$ cat src/rtl/abro_n_machine.sv
// N-channel ABRO controller: emits O once every channel has been seen high, then waits for R or Reset.
// Optional partial-progress timeout is enabled by defining ABRO_TIMEOUT_EN.
module abro_n_machine #(
   parameter int N              = 4,
   parameter int ORDERED        = 0,
   parameter int PULSE_O        = 1,
   parameter int TIMEOUT_CYCLES = 16
) (
   input  logic                       Clock,
   input  logic                       Reset,
   input  logic                       R,
   input  logic [N-1:0]               In,
   output logic                       O,
   output logic [1:0]                 State,
   output logic [N-1:0]               Seen,
   output logic [$clog2(N+1)-1:0]     Count
);

   localparam int CW = $clog2(N+1);

   typedef enum logic [1:0] {
      S_WAIT  = 2'b00,
      S_EMIT  = 2'b01,
      S_DONE  = 2'b10,
      S_ERROR = 2'b11
   } state_t;

   state_t          r_state;
   logic            r_o;
   logic [N-1:0]    r_seen;
   logic [CW-1:0]   r_count;

   logic [N-1:0]    w_merged;
   logic [N-1:0]    w_exp_mask;
   logic [N-1:0]    w_above_mask;
   logic            w_all;
   logic            w_exp_hit;
   logic            w_ord_err;
   logic            w_ord_last;

   function automatic logic [CW-1:0] popcount(input logic [N-1:0] v);
      logic [CW-1:0] c;
      c = '0;
      for (int i = 0; i < N; i++) begin
         c = c + CW'(v[i]);
      end
      return c;
   endfunction

   // Ordered mode: one-hot of the expected channel and the set of channels beyond it.
   always_comb begin
      w_merged     = r_seen | In;
      w_all        = &w_merged;
      w_exp_mask   = '0;
      w_above_mask = '0;
      for (int i = 0; i < N; i++) begin
         w_exp_mask[i]   = (CW'(i) == r_count);
         w_above_mask[i] = (CW'(i) >  r_count);
      end
      w_exp_hit  = |(In & w_exp_mask);
      w_ord_err  = |(In & w_above_mask);
      w_ord_last = (r_count == CW'(N-1));
   end

`ifdef ABRO_TIMEOUT_EN
   localparam int TW = $clog2(TIMEOUT_CYCLES+1);

   logic [TW-1:0]   r_timer;
   logic            w_gain;
   logic            w_tmo_active;
   logic            w_tmo_fire;

   always_comb begin
      if (ORDERED != 0) begin
         w_gain = w_exp_hit && !w_ord_err;
      end else begin
         w_gain = (w_merged != r_seen);
      end
      w_tmo_active = (r_state == S_WAIT) && (r_count != '0) && (r_count != CW'(N));
      w_tmo_fire   = w_tmo_active && (r_timer == TW'(TIMEOUT_CYCLES-1));
   end
`else
   logic w_unused_timeout;
   assign w_unused_timeout = (TIMEOUT_CYCLES > 0);
`endif

   always_ff @(posedge Clock) begin
      if (Reset || R) begin
         r_state <= S_WAIT;
         r_o     <= 1'b0;
         r_seen  <= '0;
         r_count <= '0;
`ifdef ABRO_TIMEOUT_EN
         r_timer <= '0;
`endif
      end else begin
         case (r_state)
            S_WAIT: begin
`ifdef ABRO_TIMEOUT_EN
               // Expiry wins over whatever In carries on the same edge.
               if (w_tmo_fire) begin
                  r_seen  <= '0;
                  r_count <= '0;
                  r_timer <= '0;
               end else begin
                  if (w_gain) begin
                     r_timer <= '0;
                  end else if (w_tmo_active) begin
                     r_timer <= r_timer + TW'(1);
                  end
`endif
                  if (ORDERED == 0) begin
                     r_seen  <= w_merged;
                     r_count <= popcount(w_merged);
                     if (w_all) begin
                        r_state <= S_EMIT;
                        r_o     <= 1'b1;
                     end
                  end else if (w_ord_err) begin
                     r_state <= S_ERROR;
                     r_o     <= 1'b0;
                  end else if (w_exp_hit) begin
                     r_seen  <= r_seen | w_exp_mask;
                     r_count <= r_count + CW'(1);
                     if (w_ord_last) begin
                        r_state <= S_EMIT;
                        r_o     <= 1'b1;
                     end
                  end
`ifdef ABRO_TIMEOUT_EN
               end
`endif
            end
            S_EMIT: begin
               r_state <= S_DONE;
               if (PULSE_O != 0) begin
                  r_o <= 1'b0;
               end
            end
            S_DONE: begin
               r_state <= S_DONE;
            end
            default: begin
               r_state <= S_ERROR;
               r_o     <= 1'b0;
            end
         endcase
      end
   end

   assign O     = r_o;
   assign State = r_state;
   assign Seen  = r_seen;
   assign Count = r_count;

endmodule

$ cat config.mk
export PLATFORM = sky130hd
export DESIGN_NAME = abro_n_machine
export DESIGN_NICKNAME = d
export VERILOG_FILES = /design/src/rtl/abro_n_machine.sv
export SDC_FILE = /design/constraint.sdc
export NUM_CORES = 1
export LEC_CHECK = 0
export CAP_MARGIN = 20
export CORE_AREA = 2 2 39 41
export DETAILED_ROUTE_END_ITERATION = 8
export DIE_AREA = 0 0 41 43
export PLACE_DENSITY = 0.71
export SLEW_MARGIN = 20
export SYNTH_ARGS = -nofsm -noshare
export SYNTH_HDL_FRONTEND = slang
export SYNTH_SLANG_ARGS = --single-unit
$ cat constraint.sdc
create_clock -name Clock -period 2.45 [get_ports Clock]
set_input_delay 0.49 -clock Clock [delete_from_list [all_inputs] [get_ports Clock]]
set_output_delay 0.49 -clock Clock [all_outputs]
set_load 0.01 [all_outputs]
After elaboration in Yosys (flattened, before gate mapping)
Cells that the tools add are included.

cells by class
  multiplexer cells = 4
  equality and inequality tests = 3
  $add $sub $neg = 3
  reduce and logical (&&, ||, !) cells = 5
  bitwise operators = 2

operators by type and width
  cell                                                  number
  OR 4 bit                                              1
  case mux 2 bit (2 select lines)                       1
  AND reduction 4 bit                                   1
  adder 2 x 1 -> 3 bit                                  1
  adder 3 x 1 -> 3 bit                                  1
  adder 1 x 1 -> 2 bit                                  1
  equality test 2 x 1 -> 1 bit (second input constant)  1
  equality test 2 bit (second input constant)           1
  logical NOT 2 bit                                     1
  2-to-1 mux 2 bit                                      1
  != test 2 bit (second input constant)                 1
  case mux 1 bit (2 select lines)                       1
  AND reduction 2 bit                                   1
  OR reduction 2 bit                                    1
  logical OR 1 bit                                      1
  2-to-1 mux 1 bit                                      1
  inverter 1 bit                                        1

storage, ports and cells
  output and inout port bits = 10
  register bits after elaboration = 10
  logic and storage cells = 21
  input bits = 7

Logic depth before layout (Yosys ltp)
  depth in word-level cells = 4
  mapped depth = 6
  gate-level depth less buffers = 6

Least setup slack after synthesis
OpenSTA, ideal clock, no wires.

  path type = input port to flip-flop
  start point = input In[0]
  end point = register r_count[1] (netlist: Count[1])
  slack = 0.476 ns
  path buffers = 0
  required time = 2.336 ns
  stages on the path = 6
  arrival = 1.859 ns
  cells stage by stage = or2_2 > fa_1 > ha_1 > ha_1 > mux2i_1 > nor2_1

between the ends
  cells in the longest elaborated chain, start to end = 4

ends and longest elaborated chain
  what                  line  source
  from (decl)           12    input logic [N-1:0] In,
  OR 4 bit              52    w_merged = r_seen | In;
  adder 1 x 1 -> 2 bit  45    c = c + CW'(v[i]);
  adder 2 x 1 -> 3 bit  45
  adder 3 x 1 -> 3 bit  45
  to (signal assigned)  114   r_count <= popcount(w_merged);
  to (signal assigned)  124   r_count <= r_count + CW'(1);
  to (decl)             31    logic [CW-1:0] r_count;

No other way between the ends.
A chain may end at the register's enable or synchronous reset.

Final worst setup path
  start point = input In[0]
  end point = register r_count[1] (netlist: Count[1])

between the ends
  cells in the longest elaborated chain, start to end = 4

ends and longest elaborated chain
  what                  line  source
  OR 4 bit              52
  net w_merged[0]       33    logic [N-1:0] w_merged;
  adder 1 x 1 -> 2 bit  45
  adder 2 x 1 -> 3 bit  45
  adder 3 x 1 -> 3 bit  45

The timed path passes the listed nets, and every way through them passes these cells.

==> results.cfg <==
[timing]
rsz0062_at_grt = no
fin_crit_sh = 0.900
clock_skew_ns = 0.00404
finalCriticalPeriod_ns = 2.21
hold_violations = 0
drv_slew = 0
slew_headroom = 0.693
final-setup-viol-count = 0
holdWs_ns = 0.469
worstMarginPinSlew_ns = 0.460
fmax_mhz = 453
setup-tns-final_ns = 0

[worst_setup_path]
reg2reg_to = Count[1]
critPathLaunch = In[0]
crit_type = primary input to flop
cp_common_cell = ha_1
crit_path_max_incr_delay_ns = 0.48
end_kind = flop
r2r-start = Seen[0]
r2r_slack_ns = 0.56
critPathRequiredTime_ns = 2.58
worst-path-buf-inv = 1
path_delay_family = adder cells
critPathLaunchType = primary input
crit_fanout = 2
cp_slowest_cell = fa_1
rr_worst_depth = 6
cp_data_arrival_time_ns = 2.34
path_cells = clkdlybuf4s50_1, or2_2, fa_1, ha_1, ha_1, mux2i_1, nor2_1

[finish]
diodes = 0
instances_no_fill = 84
drive_gt1_frac = 0.147
syn2layout_area_growth_pct = 39.3
postLayoutCoreUtil = 0.496
final_nets = 84
post-route-cell-area_um2 = 687

[logic_synthesis]
synth_cells = 50
ys_ff_latch = 10
synth-edff-count = 0
avgSynthCellArea_um2 = 9.86
synthXorXnorAreaFrac = 0
synth-simple-area-share = 0.147
synth-async-reset-ratio = 0
synth-main-ff-cell = dfxtp_1
synth_mux_area_frac = 0.0609
syn_nets = 64
syn_area_um2 = 493
yosysWarnings = 0
synth_cell_types = 18
synth-seq-area-share = 0.406
synth-compound-area-share = 0.145
synth_adder_area_share = 0.193
synth_top_family_by_area = adder cells

[routing]
routed_wl_um = 899
via_per_inst = 4.77
vias = 401
firstDrtPassIters = 3
wire_per_inst_um = 10.7
drcViolationCount = 0
drt_iter0_drc = 4
drtAntennaViolNets = 0

[clock_tree]
cts_resized = 0
clkTransAtPathRegs_ns = 0.06
cts.htree.levels = 1
tritoncts = built
post-cts-setup-buffer-count = 0
cts.sinks = 10
clock_path_buffers = 2
numCtsBuffers = 3
insertion_delay_ns = 0.26
cts_hold_buf = 0
cts-root-buf = clkbuf_4

[floorplanning]
die_w_um = 41
core_area_mm2 = 0.00138
pin_count = 17
dieArea_mm2 = 0.00176
start_util = 0.356
fp-row-count = 14
die_height_um = 43

[power]
leakagePower_nw = 0.298
ir_worst_vdd_v = 0.000343
p_per_area_mw_per_mm2 = 559

[outcome]
status = finished, final reports clean

[min_path]
min_path_type = flop to flop
hold_depth = 1
min_to = O
hp-start = O

[grt]
grt_pass1_wl_mm = 1.44
grt_max_degree = 12
grt_pass1_vias = 340
antenna_found_initial = 0
grt_usage = 0.131
grt.overflow.total = 0

[run]
drv_cap = 0

[place]
placed_area_um2 = 664
dpl.hpwl_um = 664
place_congestion = 0.660
portBuffers = 16
dpl.cell_count = 81
## area by class of cell
type	instances	area, um2
repair buffers	17	168
flip-flops and latches	10	200
clock buffers	3	22.5
inverters	2	7.51
multi-input cells	36	269
fillers	132	697
well taps	16	20.0
## flip-flops by register name, summed over array words and instances, names as in the netlist
signal / cells
Seen: 4
State: 2
Count: 3
O: 1
## stage by stage
stage	setup WS [ns]	power, mW
floorplan	0.476	0.242
global placement	-0.00908	0.279
detailed placement	-0.0149	0.281
CTS	0.249	0.392
global route	0.161	0.414
finish	0.244	0.384
## per-layer routing
metal / vias up / part of all wire / global-route usage / wire [um]
li1: 205 / - / - / -
met2: 13 / 0.40 / 0.144 / 357
met5: - / 0 / 0 / 0
met1: 181 / 0.50 / 0.169 / 451
met3: 2 / 0.078 / 0.105 / 70
met4: 0 / 0.021 / 0.0800 / 19
## power by group
part | internal (mW) | total, mW | switching [mW]
sequential | 0.173 | 0.180 | 0.00635
combinational | 0.0537 | 0.0979 | 0.0442
clock | 0.0565 | 0.107 | 0.0503
total | 0.283 | 0.384 | 0.101
## cell usage in the layout (no fill, tap or decap), types with 2 or more instances in the layout
cell type and n:
mux2i_1 3, ha_1 6, a21oi_1 4, clkdlybuf4s50_1 16
or2_2 4, dfxtp_1 10, inv_1 2, nor2_1 10
clkbuf_4 3
## cells in the mapped netlist (2+ instances only)
master    n  area (um2)
a21oi_1   4        20.0
dfxtp_1  10         200
ha_1      6        75.1
inv_1     2        7.51
mux2i_1   3        30.0
nor2_1   10        37.5
or2_2     4        25.0
## cell families (layout without fill, tap and decap cells)
kind of cell,after synthesis,in the layout
AOI/OAI and AO/OA,10,10
adders and majority gates,7,7
buffers and inverters,4,22
DFF,10,10
muxes,3,3
and+or+nand+nor,16,16
## how the worst max path moves through the flow
stage / end / slack, ns / depth (start not counted)
4_1_cts: Count[1] / 0.25 / 7
2_1_floorplan: Count[1] / 0.48 / 6
3_5_place_dp: Count[1] / -0.01 / 7
5_1_grt: Count[1] / 0.16 / 7
6_report: Count[1] / 0.24 / 7
3_3_place_gp: Count[1] / -0.009 / 7
Note: power is estimated with default switching activity, not from simulation.
